File: src/rtl/ecc_scalar_mul_ctrl_pkg.sv
// Shared definitions for the ECC scalar-multiplication sequencer.
// The coordinate width and state type are shared with the point-operation units.
package ecc_scalar_mul_ctrl_pkg;

  localparam int MAX_BITS = 16;

  typedef enum logic [2:0] {
    S_IDLE      = 3'd0,
    S_DBL_ISSUE = 3'd1,
    S_DBL_WAIT  = 3'd2,
    S_ADD_ISSUE = 3'd3,
    S_ADD_WAIT  = 3'd4,
    S_NEXT      = 3'd5,
    S_DONE      = 3'd6
  } ecc_state_e;

endpackage

File: src/rtl/ecc_scalar_mul_ctrl.sv
// Left-to-right double-and-add sequencer for Q = k*P.
// The point at infinity (x all ones) is resolved locally and never sent to the point units.
module ecc_scalar_mul_ctrl
  import ecc_scalar_mul_ctrl_pkg::*;
#(
  parameter int W  = MAX_BITS,
  parameter int NB = $clog2(W + 1)
) (
  input  logic          i_clk,
  input  logic          i_rst,
  input  logic          i_start,
  input  logic [W-1:0]  i_k,
  input  logic [NB-1:0] i_nbits,
  input  logic [W-1:0]  i_px,
  input  logic [W-1:0]  i_py,
  output logic          o_busy,
  output logic          o_finish,
  output logic [W-1:0]  o_rx,
  output logic [W-1:0]  o_ry,
  output logic          o_dbl_start,
  output logic [W-1:0]  o_dbl_x,
  output logic [W-1:0]  o_dbl_y,
  input  logic          i_dbl_finish,
  input  logic [W-1:0]  i_dbl_x,
  input  logic [W-1:0]  i_dbl_y,
  output logic          o_add_start,
  output logic [W-1:0]  o_add_x1,
  output logic [W-1:0]  o_add_y1,
  output logic [W-1:0]  o_add_x2,
  output logic [W-1:0]  o_add_y2,
  input  logic          i_add_finish,
  input  logic [W-1:0]  i_add_x,
  input  logic [W-1:0]  i_add_y
);

  localparam int            IW   = (W > 1) ? $clog2(W) : 1;
  localparam logic [NB-1:0] W_NB = NB'(W);

  ecc_state_e    state_q, state_d;
  logic [W-1:0]  k_q, k_d;
  logic [W-1:0]  px_q, px_d;
  logic [W-1:0]  py_q, py_d;
  logic [W-1:0]  r_x_q, r_x_d;
  logic [W-1:0]  r_y_q, r_y_d;
  logic [IW-1:0] idx_q, idx_d;

  logic          busy_q, busy_d;
  logic          finish_q, finish_d;
  logic [W-1:0]  rx_out_q, rx_out_d;
  logic [W-1:0]  ry_out_q, ry_out_d;
  logic          dbl_start_q, dbl_start_d;
  logic [W-1:0]  dbl_x_q, dbl_x_d;
  logic [W-1:0]  dbl_y_q, dbl_y_d;
  logic          add_start_q, add_start_d;
  logic [W-1:0]  add_x1_q, add_x1_d;
  logic [W-1:0]  add_y1_q, add_y1_d;
  logic [W-1:0]  add_x2_q, add_x2_d;
  logic [W-1:0]  add_y2_q, add_y2_d;

  logic [NB-1:0] n_clamp;
  logic          r_inf;
  logic          k_bit;

  assign n_clamp = (i_nbits > W_NB) ? W_NB : i_nbits;
  assign r_inf   = &r_x_q;
  assign k_bit   = k_q[idx_q];

  always_comb begin
    state_d     = state_q;
    k_d         = k_q;
    px_d        = px_q;
    py_d        = py_q;
    r_x_d       = r_x_q;
    r_y_d       = r_y_q;
    idx_d       = idx_q;
    finish_d    = 1'b0;
    rx_out_d    = rx_out_q;
    ry_out_d    = ry_out_q;
    dbl_start_d = 1'b0;
    dbl_x_d     = dbl_x_q;
    dbl_y_d     = dbl_y_q;
    add_start_d = 1'b0;
    add_x1_d    = add_x1_q;
    add_y1_d    = add_y1_q;
    add_x2_d    = add_x2_q;
    add_y2_d    = add_y2_q;

    case (state_q)
      S_IDLE: begin
        if (i_start) begin
          k_d   = i_k;
          px_d  = i_px;
          py_d  = i_py;
          r_x_d = '1;
          r_y_d = '1;
          idx_d = IW'(n_clamp - NB'(1));
          state_d = (n_clamp == '0) ? S_DONE : S_DBL_ISSUE;
        end
      end

      S_DBL_ISSUE: begin
        if (r_inf) begin
          state_d = S_ADD_ISSUE;
        end else begin
          dbl_x_d     = r_x_q;
          dbl_y_d     = r_y_q;
          dbl_start_d = 1'b1;
          state_d     = S_DBL_WAIT;
        end
      end

      S_DBL_WAIT: begin
        if (i_dbl_finish) begin
          r_x_d   = i_dbl_x;
          r_y_d   = i_dbl_y;
          state_d = S_ADD_ISSUE;
        end
      end

      // INF + P needs no unit: the sum is simply P.
      S_ADD_ISSUE: begin
        if (!k_bit) begin
          state_d = S_NEXT;
        end else if (r_inf) begin
          r_x_d   = px_q;
          r_y_d   = py_q;
          state_d = S_NEXT;
        end else begin
          add_x1_d    = r_x_q;
          add_y1_d    = r_y_q;
          add_x2_d    = px_q;
          add_y2_d    = py_q;
          add_start_d = 1'b1;
          state_d     = S_ADD_WAIT;
        end
      end

      S_ADD_WAIT: begin
        if (i_add_finish) begin
          r_x_d   = i_add_x;
          r_y_d   = i_add_y;
          state_d = S_NEXT;
        end
      end

      S_NEXT: begin
        if (idx_q == '0) begin
          state_d = S_DONE;
        end else begin
          idx_d   = idx_q - IW'(1);
          state_d = S_DBL_ISSUE;
        end
      end

      S_DONE: begin
        rx_out_d = r_x_q;
        ry_out_d = r_y_q;
        finish_d = 1'b1;
        state_d  = S_IDLE;
      end

      default: begin
        state_d = S_IDLE;
      end
    endcase

    busy_d = (state_d != S_IDLE);
  end

  always_ff @(posedge i_clk or negedge i_rst) begin
    if (!i_rst) begin
      state_q     <= S_IDLE;
      k_q         <= '0;
      px_q        <= '0;
      py_q        <= '0;
      r_x_q       <= '1;
      r_y_q       <= '1;
      idx_q       <= '0;
      busy_q      <= 1'b0;
      finish_q    <= 1'b0;
      rx_out_q    <= '1;
      ry_out_q    <= '1;
      dbl_start_q <= 1'b0;
      dbl_x_q     <= '0;
      dbl_y_q     <= '0;
      add_start_q <= 1'b0;
      add_x1_q    <= '0;
      add_y1_q    <= '0;
      add_x2_q    <= '0;
      add_y2_q    <= '0;
    end else begin
      state_q     <= state_d;
      k_q         <= k_d;
      px_q        <= px_d;
      py_q        <= py_d;
      r_x_q       <= r_x_d;
      r_y_q       <= r_y_d;
      idx_q       <= idx_d;
      busy_q      <= busy_d;
      finish_q    <= finish_d;
      rx_out_q    <= rx_out_d;
      ry_out_q    <= ry_out_d;
      dbl_start_q <= dbl_start_d;
      dbl_x_q     <= dbl_x_d;
      dbl_y_q     <= dbl_y_d;
      add_start_q <= add_start_d;
      add_x1_q    <= add_x1_d;
      add_y1_q    <= add_y1_d;
      add_x2_q    <= add_x2_d;
      add_y2_q    <= add_y2_d;
    end
  end

  assign o_busy      = busy_q;
  assign o_finish    = finish_q;
  assign o_rx        = rx_out_q;
  assign o_ry        = ry_out_q;
  assign o_dbl_start = dbl_start_q;
  assign o_dbl_x     = dbl_x_q;
  assign o_dbl_y     = dbl_y_q;
  assign o_add_start = add_start_q;
  assign o_add_x1    = add_x1_q;
  assign o_add_y1    = add_y1_q;
  assign o_add_x2    = add_x2_q;
  assign o_add_y2    = add_y2_q;

endmodule

File: config.mk
export PLATFORM = sky130hd
export DESIGN_NAME = ecc_scalar_mul_ctrl
export DESIGN_NICKNAME = d
export VERILOG_FILES = /design/src/rtl/ecc_scalar_mul_ctrl_pkg.sv /design/src/rtl/ecc_scalar_mul_ctrl.sv
export SDC_FILE = /design/constraint.sdc
export NUM_CORES = 1
export LEC_CHECK = 0
export CAP_MARGIN = 10
export CELL_PAD_IN_SITES_DETAIL_PLACEMENT = 1
export CELL_PAD_IN_SITES_GLOBAL_PLACEMENT = 1
export CORE_MARGIN = 3
export CORE_UTILIZATION = 38
export DETAILED_ROUTE_END_ITERATION = 12
export MAX_ROUTING_LAYER = met4
export PLACE_DENSITY_LB_ADDON = 0.12
export SLEW_MARGIN = 20
export SYNTH_ARGS = -nofsm -noshare
export SYNTH_HDL_FRONTEND = slang
export SYNTH_SLANG_ARGS = --single-unit
export TNS_END_PERCENT = 1
File: constraint.sdc
create_clock -name i_clk -period 2.7 [get_ports i_clk]
set_input_delay 0.27 -clock i_clk [delete_from_list [all_inputs] [get_ports i_clk]]
set_output_delay 0.27 -clock i_clk [all_outputs]
set_load 0.02 [all_outputs]
Word level (Yosys, flattened, before mapping)
Cells that the tools add are included.
{"block": "word_totals", "ff_bits": 219, "inputBits": 122, "out_inout_bits": 132, "wordCells": 79}
{"block": "classes", "add_sub_neg": 2, "magnitude_cmp": 2, "eq_ne": 12, "muxes": 31, "bitwise": 1, "n_reduce_logical": 12}
{"op": "16-bit 2-to-1 mux", "count": 9}
{"op": "16-bit one-hot mux with 4 select lines", "count": 2}
{"op": "3-bit one-hot mux with 6 select lines", "count": 1}
{"op": "16-bit AND reduction", "count": 1}
{"op": "3-bit 2-to-1 mux", "count": 5}
{"op": "2-bit != test (second input constant)", "count": 6}
{"op": "3-bit == test (second input constant)", "count": 3}
{"op": "1-bit 2-to-1 mux", "count": 9}
{"op": "4-bit 2-to-1 mux", "count": 2}
{"op": "4-bit one-hot mux with 2 select lines", "count": 1}
{"op": "4-bit by 1-bit subtractor with 4-bit output (second input constant)", "count": 2}
{"op": "3-bit by 2-bit == test with 1-bit output (second input constant)", "count": 2}
{"op": "3-bit AND reduction", "count": 2}
{"op": "6-bit AND reduction", "count": 1}
{"op": "5-bit > comparator (second input constant)", "count": 1}
{"op": "5-bit logical NOT", "count": 1}
{"op": "4-bit by 5-bit less-than comparator with 1-bit output (second input constant)", "count": 1}
{"op": "5-bit 2-to-1 mux", "count": 1}
{"op": "1-bit binary-select mux with 4-bit select", "count": 1}
{"op": "4-bit logical NOT", "count": 1}
{"op": "2-bit AND reduction", "count": 2}
{"op": "4-bit nonzero test", "count": 1}
{"op": "3-bit by 1-bit == test with 1-bit output (second input constant)", "count": 1}
{"op": "3-bit logical NOT", "count": 1}
{"op": "other kinds (3)", "count": 3}

Longest topological paths before layout
{"block": "logic_depth", "ltp_word": 7, "ltp_mapped": 9, "ltp_nobuf": 7}

Least setup slack after synthesis
OpenSTA, ideal clock, no wires.
{"block": "synth_timing", "path_type": "reg2reg", "startpoint": "reg r_x_q[6]", "endpoint": "reg add_x1_q[0] (netlist: o_add_x1[0])", "setup_ps": 125, "t_arrival_ps": 2052, "required_time_ps": 2575, "setup_slack_ps": 523, "stages_incl_launch_ff": 8, "n_path_buf": 2, "period_less_slack_ps": 2177, "path_cell_list": "dfstp_2 nand4_1 or4_4 nand4_1 a21o_4 buf_12 buf_12 mux2_4"}
{"block": "synth_via", "elab_chain_cells": 3}
{"item": "start, declared", "line_no": "ecc_scalar_mul_ctrl.sv:43", "rtl": "logic [W-1:0] r_x_q, r_x_d;"}
{"item": "start signal, assigned", "line_no": "ecc_scalar_mul_ctrl.sv:196", "rtl": "r_x_q <= r_x_d;"}
{"item": "16-bit AND reduction", "line_no": "ecc_scalar_mul_ctrl.sv:65", "rtl": "assign r_inf = &r_x_q;"}
{"item": "1-bit inverter (no source line)"}
{"item": "3-bit AND reduction (no source line)"}
{"item": "end signal, assigned", "line_no": "ecc_scalar_mul_ctrl.sv:187", "rtl": "add_x1_q <= '0;"}
{"item": "end signal, assigned", "line_no": "ecc_scalar_mul_ctrl.sv:207", "rtl": "add_x1_q <= add_x1_d;"}
{"item": "end, declared", "line_no": "ecc_scalar_mul_ctrl.sv:55", "rtl": "logic [W-1:0] add_x1_q, add_x1_d;"}
No other way between the ends.
A chain may end at the register's enable or synchronous reset.

Worst setup path in the final report
{"block": "layout_timing", "startpoint": "reg r_x_q[8]", "endpoint": "reg add_x1_q[6] (netlist: o_add_x1[6])"}
The elaborated chain is that of the path after synthesis.

==> results.cfg <==
[clock_tree]
tritoncts = built
clock-sinks = 219
cts_max_level = 1
cts_inserted_buffers = 25
clock-root-buffer = clkbuf_16
clk_path_buf_depth = 3
clk-insertion-delay-late_ns = 0.52
clock_slew_at_the_register_clock_pins_of_the_worst_setup_and_hold_paths_ns = 0.06

[logic_synthesis]
avgSynthCellArea_sq_um = 10.8
number_of_instances_in_the_synthesized_netlist = 946
synth-seq-area-share_pct = 54.6
synthTopCellsByCount = nand2_1 (293), dfrtp_1 (155), dfstp_2 (64), mux2_2 (64), clkbuf_1 (50)
synth.most_common_cell = nand2_1
synth_area_sq_um = 10200
number_of_enable_flip_flop_cells_after_synthesis = 0
postSynth.asyncResetShare_pct = 100
yosys.area.top_type_share_pct = 38.1
postSynthRegisterBits = 219
ys_top_cells_by_area = dfrtp_1 (38%), dfstp_2 (17%), nand2_1 (11%), mux2_4 (7.2%), mux2_2 (7.1%)
syn_nets = 1069
synth_cell_types = 48
ys_dominant_reg_cell = dfrtp_1
yosysWarnings = 0
synth_top_area_cell = dfrtp_1

[global_route]
grt_start_max_net_pins = 87
grt_pass1_vias = 8742
grt_util_all_layers_pct = 23.2
antenna_found_initial = 1
overflow = 0
global_route_wire_length_before_repair_um = 51000

[placement]
place_congestion = 0.796
placed_cells_incl_taps = 1495
hpwl_um = 22900
port_buffers = 253

[status]
run_status = completed

[sta]
finalWorstPathRequiredPeriod_ns = 2.54
worst_slew_margin_rel_pct = 53.7
grt_setup_unrepaired = no
achievable-frequency_ghz = 0.394
report.final.setup_viol = 0
final_hold_violations = 0
timing_max_transition_violations_final = 0
final_period_util_pct = 94.0
fin_setup_tns_ns = 0
skew_ns = 0.0127
tightest_slew_ns = 0.695

[critical_path]
setup.worst_path.class = reg -> reg
startpoint_type = register
timing.critical_path.required_ns = 3.10
crit_path_top_delay_cell = dfstp_2
timing.critical_path.to_type = register
cp.arrival_ns = 2.94
critical_path.max_fanout = 25
worstPathCellList = nand4_1 > or4_4 > nand4_1 > a21o_4 > buf_12 > mux2_4
critPathMostFrequentCell = nand4_1
ff2ff_path_depth = 6
crit_path_max_incr_delay_ns = 0.59

[floorplanning]
die_h_um = 170
dieArea_sq_um = 28800
num_io_pins = 254
core.rowCount = 59
die_width_um = 170
effective_utilization_at_floorplan_pct = 38.8
core_area_sq_um = 26200

[power]
power.static_leakage_nw = 6.23
power_per_cell_area_nw_per_um2 = 1400
worst_vdd_ir_mv = 0.763

[route]
dr.first_iter.drc_count = 577
dr_total_vias = 8263
avgViaCountPerCell = 5.36
detail_route.wirelength_um = 32900
drt_pre_antenna_iters = 4
routedWlPerCell_um = 21.4
detail_route.drc_violations = 0
drtAntennaViolNets = 0

[hold_path]
hold_depth = 3
type_of_the_worst_min_delay_path = in -> reg

[job]
maxCapViolCount = 0

[finish]
area_growth_syn_to_layout_pct = 36.5
layout.filler_cells = 2853
num-nets-final = 1311
instances_no_fill = 1543
proportion_of_layout_cells_with_a_drive_suffix_above_1_pct = 22.0
[critical path, delay by kind of cell, from the launching register on]
| family | cells | cell delay (ns) |
|---|---|---|
| AND/OR/NAND/NOR | 3 | 0.91 |
| flip-flops | 1 | 0.59 |
| multiplexers | 1 | 0.32 |
| AO/OA/AOI/OAI | 1 | 0.29 |
| buffers and inverters | 1 | 0.26 |
[area by class of cell]
type | instances | area [sq um] | share of cell area [%]
clock inverter | 7 | 42.5 | 0.306
antenna | 1 | 2.50 | 0.0180
sequential | 219 | 5560 | 40.0
tap | 335 | 419 | 3.02
multi-input combinational | 649 | 4220 | 30.3
clock buffer | 39 | 778 | 5.60
inverter | 7 | 26.3 | 0.189
timing repair buffer | 286 | 2850 | 20.5
[layer usage]
layer | part of all wire, % | up-vias | GRT usage, %
li1 | - | 3794 | -
met1 | 43 | 4177 | 29.8
met2 | 49 | 228 | 38.0
met3 | 5.4 | 64 | 3.61
met4 | 3.3 | 0 | 7.11
met5 | 0 | - | -
[metrics by stage]
step	setup WS (ns)	util [%]	total power [W]	area (sq um)	hold slack [ns]
finish	0.163	53.0	0.0195	13900	0.277
global route	0.0424	53.0	0.0207	13900	0.268
CTS	0.161	53.0	0.0197	13900	0.258
detailed placement	0.171	49.8	0.0163	13100	0.341
global placement	0.217	49.8	0.0160	13100	0.336
floorplan	0.523	-	0.0122	10200	-0.0256
[what timing repair did]
item,in CTS,in global routing
setup buffers,0,0
hold buffers,1,0
gates resized for setup,0,0
hold endpoints to repair,67,0
[cells in the final DEF, fill, tap and decap left out, types with 3 or more instances in the layout]
| cell | synthesis | layout |
|---|---|---|
| a21oi_1 | 6 | 6 |
| a22oi_1 | 32 | 32 |
| buf_12 | 6 | 5 |
| buf_4 | 1 | 27 |
| clkbuf_1 | 50 | 4 |
| clkbuf_16 | 0 | 25 |
| clkbuf_8 | 0 | 10 |
| clkdlybuf4s50_1 | 0 | 252 |
| clkinv_2 | 0 | 5 |
| dfrtp_1 | 155 | 154 |
| dfstp_2 | 64 | 64 |
| inv_1 | 6 | 6 |
| mux2_2 | 64 | 64 |
| mux2_4 | 49 | 49 |
| mux2i_1 | 12 | 12 |
| nand2_1 | 293 | 292 |
| nand3_1 | 10 | 7 |
| nand3_2 | 0 | 3 |
| nand4_1 | 38 | 38 |
| nor2_1 | 40 | 39 |
| nor2b_1 | 5 | 5 |
| nor4_1 | 3 | 3 |
| o21a_1 | 3 | 3 |
| o21ai_0 | 5 | 5 |
| o22ai_1 | 32 | 32 |
| o311ai_1 | 30 | 30 |
[where the power goes]
group          switching (W)  internal, W  total, W
clock network        0.00135      0.00198   0.00332
logic                0.00520      0.00438   0.00958
registers            0.00134      0.00528   0.00662
[flip-flops by register name, indices dropped and copies added (netlist names)]
register,count
k_q,16
o_add_x1,16
o_add_x2,16
o_add_y1,16
o_add_y2,16
o_dbl_x,16
o_dbl_y,16
o_rx,16
o_ry,16
px_q,16
py_q,16
r_x_q,16
r_y_q,16
idx_q,4
state_q,3
o_add_start,1
o_busy,1
o_dbl_start,1
o_finish,1
[cells by family after synthesis]
logic type | after synthesis | share of synthesized area, %
AOI/OAI and AO/OA | 121 | 8.85
adders and majority gates | 1 | 0.123
buffers and inverters | 78 | 4.25
DFF | 219 | 54.6
muxes | 126 | 15.7
and+or+nand+nor | 401 | 16.5
[worst paths after layout]
kind	slack [ns]	to	start
setup reg to reg	0.16	o_add_x1[6]	r_x_q[8]
min in group asynchronous	0.36	o_add_y2[14]	i_rst
setup / recovery	0.16	o_add_x1[6]	r_x_q[8]
hold / removal	0.28	py_q[11]	i_py[11]
max in group asynchronous	1.39	o_ry[15]	i_rst
hold reg to reg	0.46	o_ry[1]	o_ry[1]
Power figures use the tool's default switching activity.
